### src/rtl/pipeline_hazard_ctrl_pkg.sv
// Shared types for the pipeline hazard controller:
// FSM state enum, forwarding-source enum and stall counter width.
package pipeline_hazard_ctrl_pkg;

   localparam int STALL_CNT_W = 16;

   typedef enum logic [1:0] {
      RUN      = 2'd0,
      STALL    = 2'd1,
      MEM_WAIT = 2'd2
   } hz_state_t;

   typedef enum logic [1:0] {
      FWD_RF  = 2'd0,
      FWD_MEM = 2'd1,
      FWD_WB  = 2'd2
   } fwd_sel_t;

   // The younger MEM-stage result shadows the older WB write data.
   function automatic fwd_sel_t fwd_pick(input logic mem_hit,
                                         input logic wb_hit);
      if (mem_hit) return FWD_MEM;
      if (wb_hit)  return FWD_WB;
      return FWD_RF;
   endfunction

endpackage

### src/rtl/pipeline_hazard_ctrl_if.sv
// Bundle between the pipeline datapath and the hazard controller.
// master: datapath side (drives register/stage info, reads controls).
// slave : controller side (reads stage info, drives enables/forwarding/debug).
interface pipeline_hazard_ctrl_if
   import pipeline_hazard_ctrl_pkg::*;
#(
   parameter int REG_ADDR_W = 3
);
   logic [REG_ADDR_W-1:0]  id_rs1;
   logic [REG_ADDR_W-1:0]  id_rs2;
   logic                   id_use_rs1;
   logic                   id_use_rs2;
   logic [REG_ADDR_W-1:0]  ex_rs1;
   logic [REG_ADDR_W-1:0]  ex_rs2;
   logic [REG_ADDR_W-1:0]  ex_rd;
   logic [REG_ADDR_W-1:0]  mem_rd;
   logic [REG_ADDR_W-1:0]  wb_rd;
   logic                   ex_wr_en;
   logic                   mem_wr_en;
   logic                   wb_wr_en;
   logic                   ex_is_load;
   logic                   ex_branch_taken;
   logic                   mem_busy;
   logic                   pc_en;
   logic                   pr1_en;
   logic                   pr2_en;
   logic                   pr3_en;
   logic                   pr4_en;
   logic                   pr1_flush;
   logic                   pr2_bubble;
   logic [1:0]             fwd_a;
   logic [1:0]             fwd_b;
   logic [STALL_CNT_W-1:0] stall_cnt;
   logic                   mem_timeout;
   logic [1:0]             state;

   modport master (
      output id_rs1, id_rs2, id_use_rs1, id_use_rs2,
      output ex_rs1, ex_rs2, ex_rd, mem_rd, wb_rd,
      output ex_wr_en, mem_wr_en, wb_wr_en,
      output ex_is_load, ex_branch_taken, mem_busy,
      input  pc_en, pr1_en, pr2_en, pr3_en, pr4_en,
      input  pr1_flush, pr2_bubble, fwd_a, fwd_b,
      input  stall_cnt, mem_timeout, state
   );

   modport slave (
      input  id_rs1, id_rs2, id_use_rs1, id_use_rs2,
      input  ex_rs1, ex_rs2, ex_rd, mem_rd, wb_rd,
      input  ex_wr_en, mem_wr_en, wb_wr_en,
      input  ex_is_load, ex_branch_taken, mem_busy,
      output pc_en, pr1_en, pr2_en, pr3_en, pr4_en,
      output pr1_flush, pr2_bubble, fwd_a, fwd_b,
      output stall_cnt, mem_timeout, state
   );

endinterface

### src/rtl/hazard_raw_cmp.sv
// Single read-after-write check: one source register vs one destination.
// Ports: src/src_used, dst/wr_en in; hit out (never set for register 0).
module hazard_raw_cmp
   import pipeline_hazard_ctrl_pkg::*;
#(
   parameter int W = 3
) (
   input  logic [W-1:0] src,
   input  logic         src_used,
   input  logic [W-1:0] dst,
   input  logic         wr_en,
   output logic         hit
);

   assign hit = src_used & wr_en & (dst != '0) & (src == dst);

endmodule

### src/rtl/pipeline_hazard_ctrl.sv
// Hazard controller for a 5-stage pipeline: stalls, flushes, forwarding,
// memory-wait freeze with timeout, stall counter.
// Ports: clk, rst (sync, active-high), hz (pipeline_hazard_ctrl_if.slave).
// Macro HAZARD_FORWARDING_EN: load-use stall + forwarding; otherwise
// every RAW hit stalls and forwarding stays at the register file.
module pipeline_hazard_ctrl
   import pipeline_hazard_ctrl_pkg::*;
#(
   parameter int REG_ADDR_W  = 3,
   parameter int MEM_TIMEOUT = 64
) (
   input logic                 clk,
   input logic                 rst,
   pipeline_hazard_ctrl_if.slave hz
);

   localparam int WAIT_W = $clog2(MEM_TIMEOUT + 1);

   hz_state_t              state, state_nxt;
   logic [STALL_CNT_W-1:0] stall_cnt;
   logic [WAIT_W-1:0]      wait_cnt;
   logic                   mem_timeout;

   logic [REG_ADDR_W-1:0]  id_src [2];
   logic                   id_use [2];
   logic [REG_ADDR_W-1:0]  ex_src [2];
   logic [REG_ADDR_W-1:0]  dst    [3];
   logic                   dst_wr [3];
   wire  [2:0]             id_hit [2];
   wire  [1:0]             ex_hit [2];

   assign id_src[0] = hz.id_rs1;
   assign id_src[1] = hz.id_rs2;
   assign id_use[0] = hz.id_use_rs1;
   assign id_use[1] = hz.id_use_rs2;
   assign ex_src[0] = hz.ex_rs1;
   assign ex_src[1] = hz.ex_rs2;
   assign dst[0]    = hz.ex_rd;
   assign dst[1]    = hz.mem_rd;
   assign dst[2]    = hz.wb_rd;
   assign dst_wr[0] = hz.ex_wr_en;
   assign dst_wr[1] = hz.mem_wr_en;
   assign dst_wr[2] = hz.wb_wr_en;

   // id_hit[s][d]: ID source s vs EX/MEM/WB dest d.
   // ex_hit[s][d]: EX source s vs MEM/WB dest d.
   for (genvar s = 0; s < 2; s++) begin : g_src
      for (genvar d = 0; d < 3; d++) begin : g_id
         hazard_raw_cmp #(.W(REG_ADDR_W)) u_id (
            .src      (id_src[s]),
            .src_used (id_use[s]),
            .dst      (dst[d]),
            .wr_en    (dst_wr[d]),
            .hit      (id_hit[s][d])
         );
      end
      for (genvar d = 1; d < 3; d++) begin : g_ex
         hazard_raw_cmp #(.W(REG_ADDR_W)) u_ex (
            .src      (ex_src[s]),
            .src_used (1'b1),
            .dst      (dst[d]),
            .wr_en    (dst_wr[d]),
            .hit      (ex_hit[s][d-1])
         );
      end
   end

   logic     load_use;
   logic     need_stall;
   fwd_sel_t fwd_a_sel, fwd_b_sel;

   assign load_use = hz.ex_is_load & (id_hit[0][0] | id_hit[1][0]);

`ifdef HAZARD_FORWARDING_EN
   // The bubble already separates load and consumer in STALL.
   assign need_stall = load_use & (state != STALL);
   assign fwd_a_sel  = fwd_pick(ex_hit[0][0], ex_hit[0][1]);
   assign fwd_b_sel  = fwd_pick(ex_hit[1][0], ex_hit[1][1]);
   logic unused_raw;
   assign unused_raw = ^{id_hit[0][2:1], id_hit[1][2:1]};
`else
   // No bypass: hold ID until the producer has left WB.
   assign need_stall = (|id_hit[0]) | (|id_hit[1]);
   assign fwd_a_sel  = FWD_RF;
   assign fwd_b_sel  = FWD_RF;
   logic unused_fwd;
   assign unused_fwd = ^{ex_hit[0], ex_hit[1], load_use};
`endif

   logic go_rst, go_busy, go_br, go_stall;
   logic pc_en, pr1_en, prx_en, pr1_flush, pr2_bubble;

   assign go_rst   = rst;
   assign go_busy  = ~rst & hz.mem_busy;
   assign go_br    = ~rst & ~hz.mem_busy & hz.ex_branch_taken;
   assign go_stall = ~rst & ~hz.mem_busy & ~hz.ex_branch_taken
                     & need_stall;

   always_comb begin
      state_nxt  = RUN;
      pc_en      = 1'b1;
      pr1_en     = 1'b1;
      prx_en     = 1'b1;
      pr1_flush  = 1'b0;
      pr2_bubble = 1'b0;
      unique case (1'b1)
         go_rst: begin
            pc_en      = 1'b0;
            pr1_en     = 1'b0;
            prx_en     = 1'b0;
            pr1_flush  = 1'b1;
            pr2_bubble = 1'b1;
         end
         go_busy: begin
            pc_en     = 1'b0;
            pr1_en    = 1'b0;
            prx_en    = 1'b0;
            state_nxt = MEM_WAIT;
         end
         go_br: begin
            pr1_flush  = 1'b1;
            pr2_bubble = 1'b1;
         end
         go_stall: begin
            pc_en      = 1'b0;
            pr1_en     = 1'b0;
            pr2_bubble = 1'b1;
            state_nxt  = STALL;
         end
         default: ;
      endcase
   end

   always_ff @(posedge clk) begin
      if (rst) begin
         state       <= RUN;
         stall_cnt   <= '0;
         wait_cnt    <= '0;
         mem_timeout <= 1'b0;
      end else begin
         state <= state_nxt;
         if (!pc_en && stall_cnt != '1)
            stall_cnt <= stall_cnt + 1'b1;
         if (hz.mem_busy) begin
            if (wait_cnt != WAIT_W'(MEM_TIMEOUT))
               wait_cnt <= wait_cnt + 1'b1;
            if (wait_cnt == WAIT_W'(MEM_TIMEOUT - 1))
               mem_timeout <= 1'b1;
         end else begin
            wait_cnt <= '0;
         end
      end
   end

   assign hz.pc_en       = pc_en;
   assign hz.pr1_en      = pr1_en;
   assign hz.pr2_en      = prx_en;
   assign hz.pr3_en      = prx_en;
   assign hz.pr4_en      = prx_en;
   assign hz.pr1_flush   = pr1_flush;
   assign hz.pr2_bubble  = pr2_bubble;
   assign hz.fwd_a       = rst ? FWD_RF : fwd_a_sel;
   assign hz.fwd_b       = rst ? FWD_RF : fwd_b_sel;
   assign hz.stall_cnt   = stall_cnt;
   assign hz.mem_timeout = mem_timeout;
   assign hz.state       = state;

endmodule

### src/flat_wrapper.sv
// flat-port wrapper written by rule: the top's interface ports become plain ports
module pipeline_hazard_ctrl_flat import pipeline_hazard_ctrl_pkg::*;
#(
   parameter int REG_ADDR_W  = 3,
   parameter int MEM_TIMEOUT = 64
)
  (clk, rst, hz_id_rs1, hz_id_rs2, hz_id_use_rs1, hz_id_use_rs2, hz_ex_rs1, hz_ex_rs2, hz_ex_rd, hz_mem_rd, hz_wb_rd, hz_ex_wr_en, hz_mem_wr_en, hz_wb_wr_en, hz_ex_is_load, hz_ex_branch_taken, hz_mem_busy, hz_pc_en, hz_pr1_en, hz_pr2_en, hz_pr3_en, hz_pr4_en, hz_pr1_flush, hz_pr2_bubble, hz_fwd_a, hz_fwd_b, hz_stall_cnt, hz_mem_timeout, hz_state);
  pipeline_hazard_ctrl_if #(.REG_ADDR_W(REG_ADDR_W)) hz_i ();
  input logic clk;
  input logic rst;
  input wire logic [$bits(hz_i.id_rs1)-1:0] hz_id_rs1;
  input wire logic [$bits(hz_i.id_rs2)-1:0] hz_id_rs2;
  input wire logic [$bits(hz_i.id_use_rs1)-1:0] hz_id_use_rs1;
  input wire logic [$bits(hz_i.id_use_rs2)-1:0] hz_id_use_rs2;
  input wire logic [$bits(hz_i.ex_rs1)-1:0] hz_ex_rs1;
  input wire logic [$bits(hz_i.ex_rs2)-1:0] hz_ex_rs2;
  input wire logic [$bits(hz_i.ex_rd)-1:0] hz_ex_rd;
  input wire logic [$bits(hz_i.mem_rd)-1:0] hz_mem_rd;
  input wire logic [$bits(hz_i.wb_rd)-1:0] hz_wb_rd;
  input wire logic [$bits(hz_i.ex_wr_en)-1:0] hz_ex_wr_en;
  input wire logic [$bits(hz_i.mem_wr_en)-1:0] hz_mem_wr_en;
  input wire logic [$bits(hz_i.wb_wr_en)-1:0] hz_wb_wr_en;
  input wire logic [$bits(hz_i.ex_is_load)-1:0] hz_ex_is_load;
  input wire logic [$bits(hz_i.ex_branch_taken)-1:0] hz_ex_branch_taken;
  input wire logic [$bits(hz_i.mem_busy)-1:0] hz_mem_busy;
  output wire logic [$bits(hz_i.pc_en)-1:0] hz_pc_en;
  output wire logic [$bits(hz_i.pr1_en)-1:0] hz_pr1_en;
  output wire logic [$bits(hz_i.pr2_en)-1:0] hz_pr2_en;
  output wire logic [$bits(hz_i.pr3_en)-1:0] hz_pr3_en;
  output wire logic [$bits(hz_i.pr4_en)-1:0] hz_pr4_en;
  output wire logic [$bits(hz_i.pr1_flush)-1:0] hz_pr1_flush;
  output wire logic [$bits(hz_i.pr2_bubble)-1:0] hz_pr2_bubble;
  output wire logic [$bits(hz_i.fwd_a)-1:0] hz_fwd_a;
  output wire logic [$bits(hz_i.fwd_b)-1:0] hz_fwd_b;
  output wire logic [$bits(hz_i.stall_cnt)-1:0] hz_stall_cnt;
  output wire logic [$bits(hz_i.mem_timeout)-1:0] hz_mem_timeout;
  output wire logic [$bits(hz_i.state)-1:0] hz_state;
  assign hz_i.id_rs1 = hz_id_rs1;
  assign hz_i.id_rs2 = hz_id_rs2;
  assign hz_i.id_use_rs1 = hz_id_use_rs1;
  assign hz_i.id_use_rs2 = hz_id_use_rs2;
  assign hz_i.ex_rs1 = hz_ex_rs1;
  assign hz_i.ex_rs2 = hz_ex_rs2;
  assign hz_i.ex_rd = hz_ex_rd;
  assign hz_i.mem_rd = hz_mem_rd;
  assign hz_i.wb_rd = hz_wb_rd;
  assign hz_i.ex_wr_en = hz_ex_wr_en;
  assign hz_i.mem_wr_en = hz_mem_wr_en;
  assign hz_i.wb_wr_en = hz_wb_wr_en;
  assign hz_i.ex_is_load = hz_ex_is_load;
  assign hz_i.ex_branch_taken = hz_ex_branch_taken;
  assign hz_i.mem_busy = hz_mem_busy;
  assign hz_pc_en = hz_i.pc_en;
  assign hz_pr1_en = hz_i.pr1_en;
  assign hz_pr2_en = hz_i.pr2_en;
  assign hz_pr3_en = hz_i.pr3_en;
  assign hz_pr4_en = hz_i.pr4_en;
  assign hz_pr1_flush = hz_i.pr1_flush;
  assign hz_pr2_bubble = hz_i.pr2_bubble;
  assign hz_fwd_a = hz_i.fwd_a;
  assign hz_fwd_b = hz_i.fwd_b;
  assign hz_stall_cnt = hz_i.stall_cnt;
  assign hz_mem_timeout = hz_i.mem_timeout;
  assign hz_state = hz_i.state;
  pipeline_hazard_ctrl #(.REG_ADDR_W(REG_ADDR_W), .MEM_TIMEOUT(MEM_TIMEOUT)) u_core (.clk(clk), .rst(rst), .hz(hz_i));
endmodule
### config.mk
export PLATFORM = sky130hd
export DESIGN_NAME = pipeline_hazard_ctrl_flat
export DESIGN_NICKNAME = d
export VERILOG_FILES = /design/src/rtl/pipeline_hazard_ctrl_pkg.sv /design/src/rtl/pipeline_hazard_ctrl_if.sv /design/src/rtl/hazard_raw_cmp.sv /design/src/rtl/pipeline_hazard_ctrl.sv /design/src/flat_wrapper.sv
export SDC_FILE = /design/constraint.sdc
export NUM_CORES = 1
export LEC_CHECK = 0
export BUFFER_PORTS_ARGS = -buffer_cell sky130_fd_sc_hd__buf_2
export CAP_MARGIN = 5
export CORE_UTILIZATION = 45
export DETAILED_ROUTE_END_ITERATION = 10
export HOLD_SLACK_MARGIN = 0.08
export PLACE_DENSITY = 0.73
export SLEW_MARGIN = 20
export SYNTH_ARGS = -nofsm -noshare
export SYNTH_HDL_FRONTEND = slang
export SYNTH_HIERARCHICAL = 1
export SYNTH_SLANG_ARGS = --single-unit
### constraint.sdc
create_clock -name clk -period 3.2 [get_ports clk]
set_input_delay 0.48 -clock clk [delete_from_list [all_inputs] [get_ports clk]]
set_output_delay 0.48 -clock clk [all_outputs]
set_load 0.02 [all_outputs]
==> results.py, run 1 <==
metrics = {
    "global_routing": {
        "globalRouteOverflowTotal": 0,
        "grt_pass1_wl_mm": 6.02,
        "grt_start_max_net_pins": 26,
        "grt_pass1_vias": 1369,
        "antenna_found_initial": 0,
        "grt_use_total_pct": 18.1,
    },
    "clock_tree": {
        "clkSinkCount": 26,
        "clk_latency_ps": 270,
        "post_cts_resized": 0,
        "post_cts_buffers": 0,
        "root_buffer": "clkbuf_8",
        "cts_buffers": 3,
        "cts_hold_buf": 0,
        "clk_pin_slew_ps": 80,
        "cts_tree": "built",
        "h-tree-depth": 1,
        "cts_max_path_buffers": 2,
    },
    "yosys": {
        "syn_area_sq_um": 1760,
        "synth_warnings": 6,
        "syn_inst": 195,
        "ys_top_cells_by_area": "dfxtp_1 (30%), a211oi_2 (5.0%), xnor2_1 (4.5%)",
        "synth-edff-count": 0,
        "yosysMostFrequentCell": "dfxtp_1",
        "ys_ff_latch": 26,
        "synth.distinct_cells": 45,
        "syn_area_per_cell_sq_um": 9.05,
        "synth_top_area_share_pct": 29.5,
        "yosysSeqAreaShare_pct": 29.5,
        "synth-async-reset-ratio_pct": 0,
        "synth_top_cells_by_count": "dfxtp_1 (26), inv_1 (13), a21oi_1 (12), nor2_1 (12), or4_1 (10)",
        "yosys_most_used_dff": "dfxtp_1",
        "synth_top_cell_by_area": "dfxtp_1",
    },
    "timing": {
        "hold_violations": 0,
        "finClkSkew_ps": 4.37,
        "period_share_pct": 84.0,
        "finalSetupViolations": 0,
        "fmax_mhz": 372,
        "max-slew-margin-rel_pct": 48.0,
        "tightest_slew_ps": 774,
        "fin_ws_ps": 514,
        "timing.hold.ws_ps": 443,
        "rsz0062_at_grt": "no",
        "min_period_ps": 2690,
        "setup_tns_ps": 0,
        "drv_slew": 0,
    },
    "hold_path": {
        "worstHoldStart": "hz_ex_branch_taken",
        "hold_end": "u_core/hz.state[0]",
        "min_path_type": "in -> reg",
        "worstHoldPathCells": 2,
    },
    "die": {
        "die_area_sq_um": 4180,
        "io-pin-count": 61,
        "row_count": 22,
        "die_height_um": 64.6,
        "initial_utilization_pct": 47.5,
        "die_x_um": 64.6,
        "coreArea_sq_um": 3720,
    },
    "route": {
        "drc_errors": 0,
        "dr.pass1.iters": 4,
        "vias": 1556,
        "routed_wl_mm": 3.66,
        "wl_per_cell_um": 12.7,
        "ant_nets": 0,
        "drt_iter0_drc": 54,
        "viasPerCell": 5.40,
    },
    "flow_run": {
        "maxCapViolCount": 0,
    },
    "power_and_ir_drop": {
        "clock_power_share_pct": 31.5,
        "swShare_pct": 27.5,
        "vdd_drop_max_mv": 0.158,
        "p_comb_share_pct": 19.0,
        "p_leak_nw": 0.832,
        "power.density_nw_per_um2": 331,
        "totalPowerFinal_mw": 0.676,
        "internal_power_mw": 0.490,
        "seqPwrFrac_pct": 49.5,
        "switchingPower_mw": 0.186,
    },
    "placement": {
        "place_inst": 284,
        "pre_cts_slack_ps": 527,
        "portBuffers": 49,
        "dpl_cell_area_sq_um": 1990,
        "place_congestion": 0.777,
        "dp.final_hpwl_mm": 2.74,
    },
    "final_layout": {
        "final_layout_size_suffix_gt1_share_pct": 31.3,
        "utilization_pct": 55.1,
        "finalNonFillerCells": 288,
        "fillers": 384,
        "postLayoutCellArea_sq_um": 2050,
        "layout.nets": 275,
        "diodes": 0,
        "syn2layout_area_growth_pct": 16.0,
    },
    "setup_path": {
        "r2r_end": "u_core/hz.stall_cnt[8]",
        "reg2reg_depth": 5,
        "crit_path_start_kind": "input port",
        "timing.rr.start": "u_core/hz.stall_cnt[0]",
        "arrival_ps": 2210,
        "critical_path_peak_fanout": 6,
        "rrSetupSlack_ps": 970,
        "worstSetupPathType": "in -> out",
        "crit_required_ps": 2720,
        "end_kind": "output port",
        "critPathLaunch": "hz_id_rs1[0]",
    },
    "run_status": {
        "run_status": "finished, final reports clean",
    },
}
flip-flops by register name, indices dropped and copies added, names as in the netlist:
register               count
u_core/hz.stall_cnt       16
u_core/hz.state            2
u_core/wait_cnt            7
u_core/hz.mem_timeout      1
layout by cell type, fill, tap and decap left out, types with 6 or more instances in the layout:
cell type and instances:
a211oi_2 7, a21oi_1 12, buf_2 49, dfxtp_1 26
inv_1 13, nand2_1 7, nand3_1 6, nand4_1 7
nor2_1 12, o2111ai_1 6, o21bai_1 6, o31ai_1 9
or4_1 10, xnor2_1 9, xor2_1 9
cells by family (layout without fill, tap and decap cells):
family | Yosys count | count (layout) | share of synthesized area [%]
xor gates and xnor gates | 18 | 18 | 8.94
buffers and inverters | 26 | 68 | 8.72
and+or+nand+nor | 69 | 69 | 25.5
DFF | 26 | 26 | 29.5
AOI/OAI and AO/OA | 48 | 48 | 21.9
adders and majority gates | 3 | 3 | 2.13
other | 1 | 4 | 0.213
muxes | 4 | 4 | 3.12
area by class of cell:
type	instances	area, sq um	share of cell area [%]
clock buffer	4	55.1	2.69
inverter	13	48.8	2.39
multi-input combinational	146	1100	53.8
sequential	26	520	25.4
tap	48	60.1	2.94
timing repair buffer	51	260	12.7
metal layers:
metal	part of all wire [%]	GRT usage (%)	routed length, um
met5	0	0	0
met4	0.96	5.00	35
met3	3.7	3.17	136
met2	48	31.4	1750
met1	47	22.6	1730
how the worst max path moves through the flow:
stage | end | slack [ps] | depth (start not counted)
after floorplan | hz_pr1_en | 780 | 8
after global placement | hz_pr2_bubble | 510 | 9
after detailed placement | hz_pr2_bubble | 530 | 9
after CTS | hz_pr2_bubble | 510 | 9
after global routing | hz_pr2_bubble | 440 | 9
final | hz_pr2_bubble | 510 | 9
power by group through the flow:
stage                     sequential (mW)  clock [mW]  combinational, mW
final                               0.335       0.213              0.128
after global routing                0.336       0.235              0.140
after CTS                           0.335       0.221              0.129
after detailed placement            0.342           0              0.129
after global placement              0.342           0              0.128
after floorplan                     0.347           0             0.0899
critical path, cell delays in order:
cell and delay [ps]:
buf_2 150, xnor2_1 130, o2111ai_1 120, a211oi_2 80, or4_4 570, nor3_1 150, nor4_1 80, or2_2 290
buf_2 160
Power figures use the tool's default switching activity.
==> inputs of run 2 (changes only) <==
Clock period 3.2 ns to 2.8 ns, I/O delays scaled along.
==> results.py, run 2 (same netlist as run 1, synthesis figures left out) <==
metrics = {
    "power_and_ir_drop": {
        "p_leak_nw": 0.844,
        "vdd_drop_max_mv": 0.169,
        "totalPowerFinal_mw": 0.839,
        "power.density_nw_per_um2": 406,
    },
    "clock_tree": {
        "cts_max_path_buffers": 2,
        "clk_latency_ps": 280,
        "cts_buffers": 3,
        "cts_tree": "built",
        "h-tree-depth": 1,
        "cts_hold_buf": 0,
        "post_cts_resized": 0,
        "root_buffer": "clkbuf_8",
        "clkSinkCount": 26,
        "post_cts_buffers": 0,
        "clk_pin_slew_ps": 100,
    },
    "setup_path": {
        "rrSetupSlack_ps": 840,
        "reg2reg_depth": 6,
        "r2r_end": "u_core/hz.stall_cnt[8]",
        "crit_required_ps": 2380,
        "critical_path_peak_fanout": 6,
        "arrival_ps": 2140,
        "end_kind": "output port",
        "timing.rr.start": "u_core/hz.stall_cnt[0]",
        "crit_path_start_kind": "input port",
        "worstSetupPathType": "in -> out",
    },
    "timing": {
        "finalSetupViolations": 0,
        "finClkSkew_ps": 11.5,
        "fmax_mhz": 391,
        "setup_tns_ps": 0,
        "drv_slew": 0,
        "timing.hold.ws_ps": 378,
        "rsz0062_at_grt": "no",
        "hold_violations": 0,
        "min_period_ps": 2560,
        "period_share_pct": 91.3,
        "fin_ws_ps": 245,
    },
    "placement": {
        "pre_cts_slack_ps": 260,
        "dpl_cell_area_sq_um": 2000,
        "place_congestion": 0.777,
        "place_inst": 285,
        "portBuffers": 49,
        "dp.final_hpwl_mm": 2.67,
    },
    "final_layout": {
        "regMostFlops": "u_core/hz.stall_cnt",
        "layout.nets": 276,
        "utilization_pct": 55.7,
        "finalNonFillerCells": 289,
        "syn2layout_area_growth_pct": 17.3,
        "largest_register_ffs": 16,
        "postLayoutCellArea_sq_um": 2070,
        "final_cell_mix": "buf_2 (49), dfxtp_1 (26), inv_1 (13)",
        "largestRegisters": "u_core/hz.stall_cnt (16), u_core/wait_cnt (7), u_core/hz.state (2)",
        "final_layout_size_suffix_gt1_share_pct": 31.5,
        "diodes": 0,
        "final_common_cell": "buf_2",
    },
    "die": {
        "row_count": 22,
        "die_x_um": 64.6,
        "initial_utilization_pct": 47.5,
        "coreArea_sq_um": 3720,
        "die_area_sq_um": 4180,
        "die_height_um": 64.6,
        "io-pin-count": 61,
    },
    "hold_path": {
        "min_path_type": "in -> reg",
        "worstHoldStart": "hz_ex_branch_taken",
        "worstHoldPathCells": 2,
        "hold_end": "u_core/hz.state[0]",
    },
    "route": {
        "drc_errors": 0,
        "dr.pass1.iters": 4,
        "viasPerCell": 5.39,
        "vias": 1557,
        "ant_nets": 0,
        "drt_iter0_drc": 64,
        "wl_per_cell_um": 12.3,
        "routed_wl_mm": 3.55,
    },
    "run_status": {
        "run_status": "finished, final reports clean",
    },
    "flow_run": {
        "maxCapViolCount": 0,
    },
    "global_routing": {
        "globalRouteOverflowTotal": 0,
        "grt_pass1_vias": 1361,
        "grt_pass1_wl_mm": 5.90,
        "grt_start_max_net_pins": 18,
        "grt_use_total_pct": 17.6,
        "antenna_found_initial": 0,
    },
}
-- run 2: report_power, final --
part           leakage (nW)  switching, mW  internal, mW
sequential            0.210        0.00651         0.376
clock                0.0357          0.120         0.191
combinational         0.598         0.0878        0.0572
total                 0.844          0.214         0.625
-- run 2: critical path, stage by stage --
cell	delay, ps
buf_2	150
xnor2_1	130
o2111ai_1	120
a211oi_2	70
or4_4	560
nor3_1	170
nor4_1	80
or2_2	270
buf_2	160
-- run 2: worst max path at each step --
stage | from | end | slack (ps) | depth (start not counted)
2_1_floorplan | hz_mem_rd[2] | hz_pr1_en | 500 | 8
3_3_place_gp | hz_id_rs1[0] | hz_pr2_bubble | 250 | 9
3_5_place_dp | hz_id_rs1[0] | hz_pr2_bubble | 260 | 9
4_1_cts | hz_id_rs1[0] | hz_pr2_bubble | 250 | 9
5_1_grt | hz_id_rs1[0] | hz_pr2_bubble | 140 | 9
6_report | hz_id_rs1[0] | hz_pr2_bubble | 240 | 9
-- run 2: final cells by class --
class / instances / area [sq um]
Clock buffer: 3 / 41.3
Clock inverter: 1 / 30.0
Fill cell: 360 / 1650
Inverter: 13 / 48.8
Multi-Input combinational cell: 146 / 1100
Sequential cell: 26 / 520
Tap cell: 48 / 60.1
Timing Repair Buffer: 52 / 268
-- run 2: per-layer routing --
layer	vias up	GRT usage, %	part of all wire [%]	wire length [um]
li1	812	-	-	-
met1	704	22.9	49	1740
met2	37	29.5	47	1650
met3	4	2.64	3.5	125
met4	0	5.83	1.0	36
met5	-	0	0	0
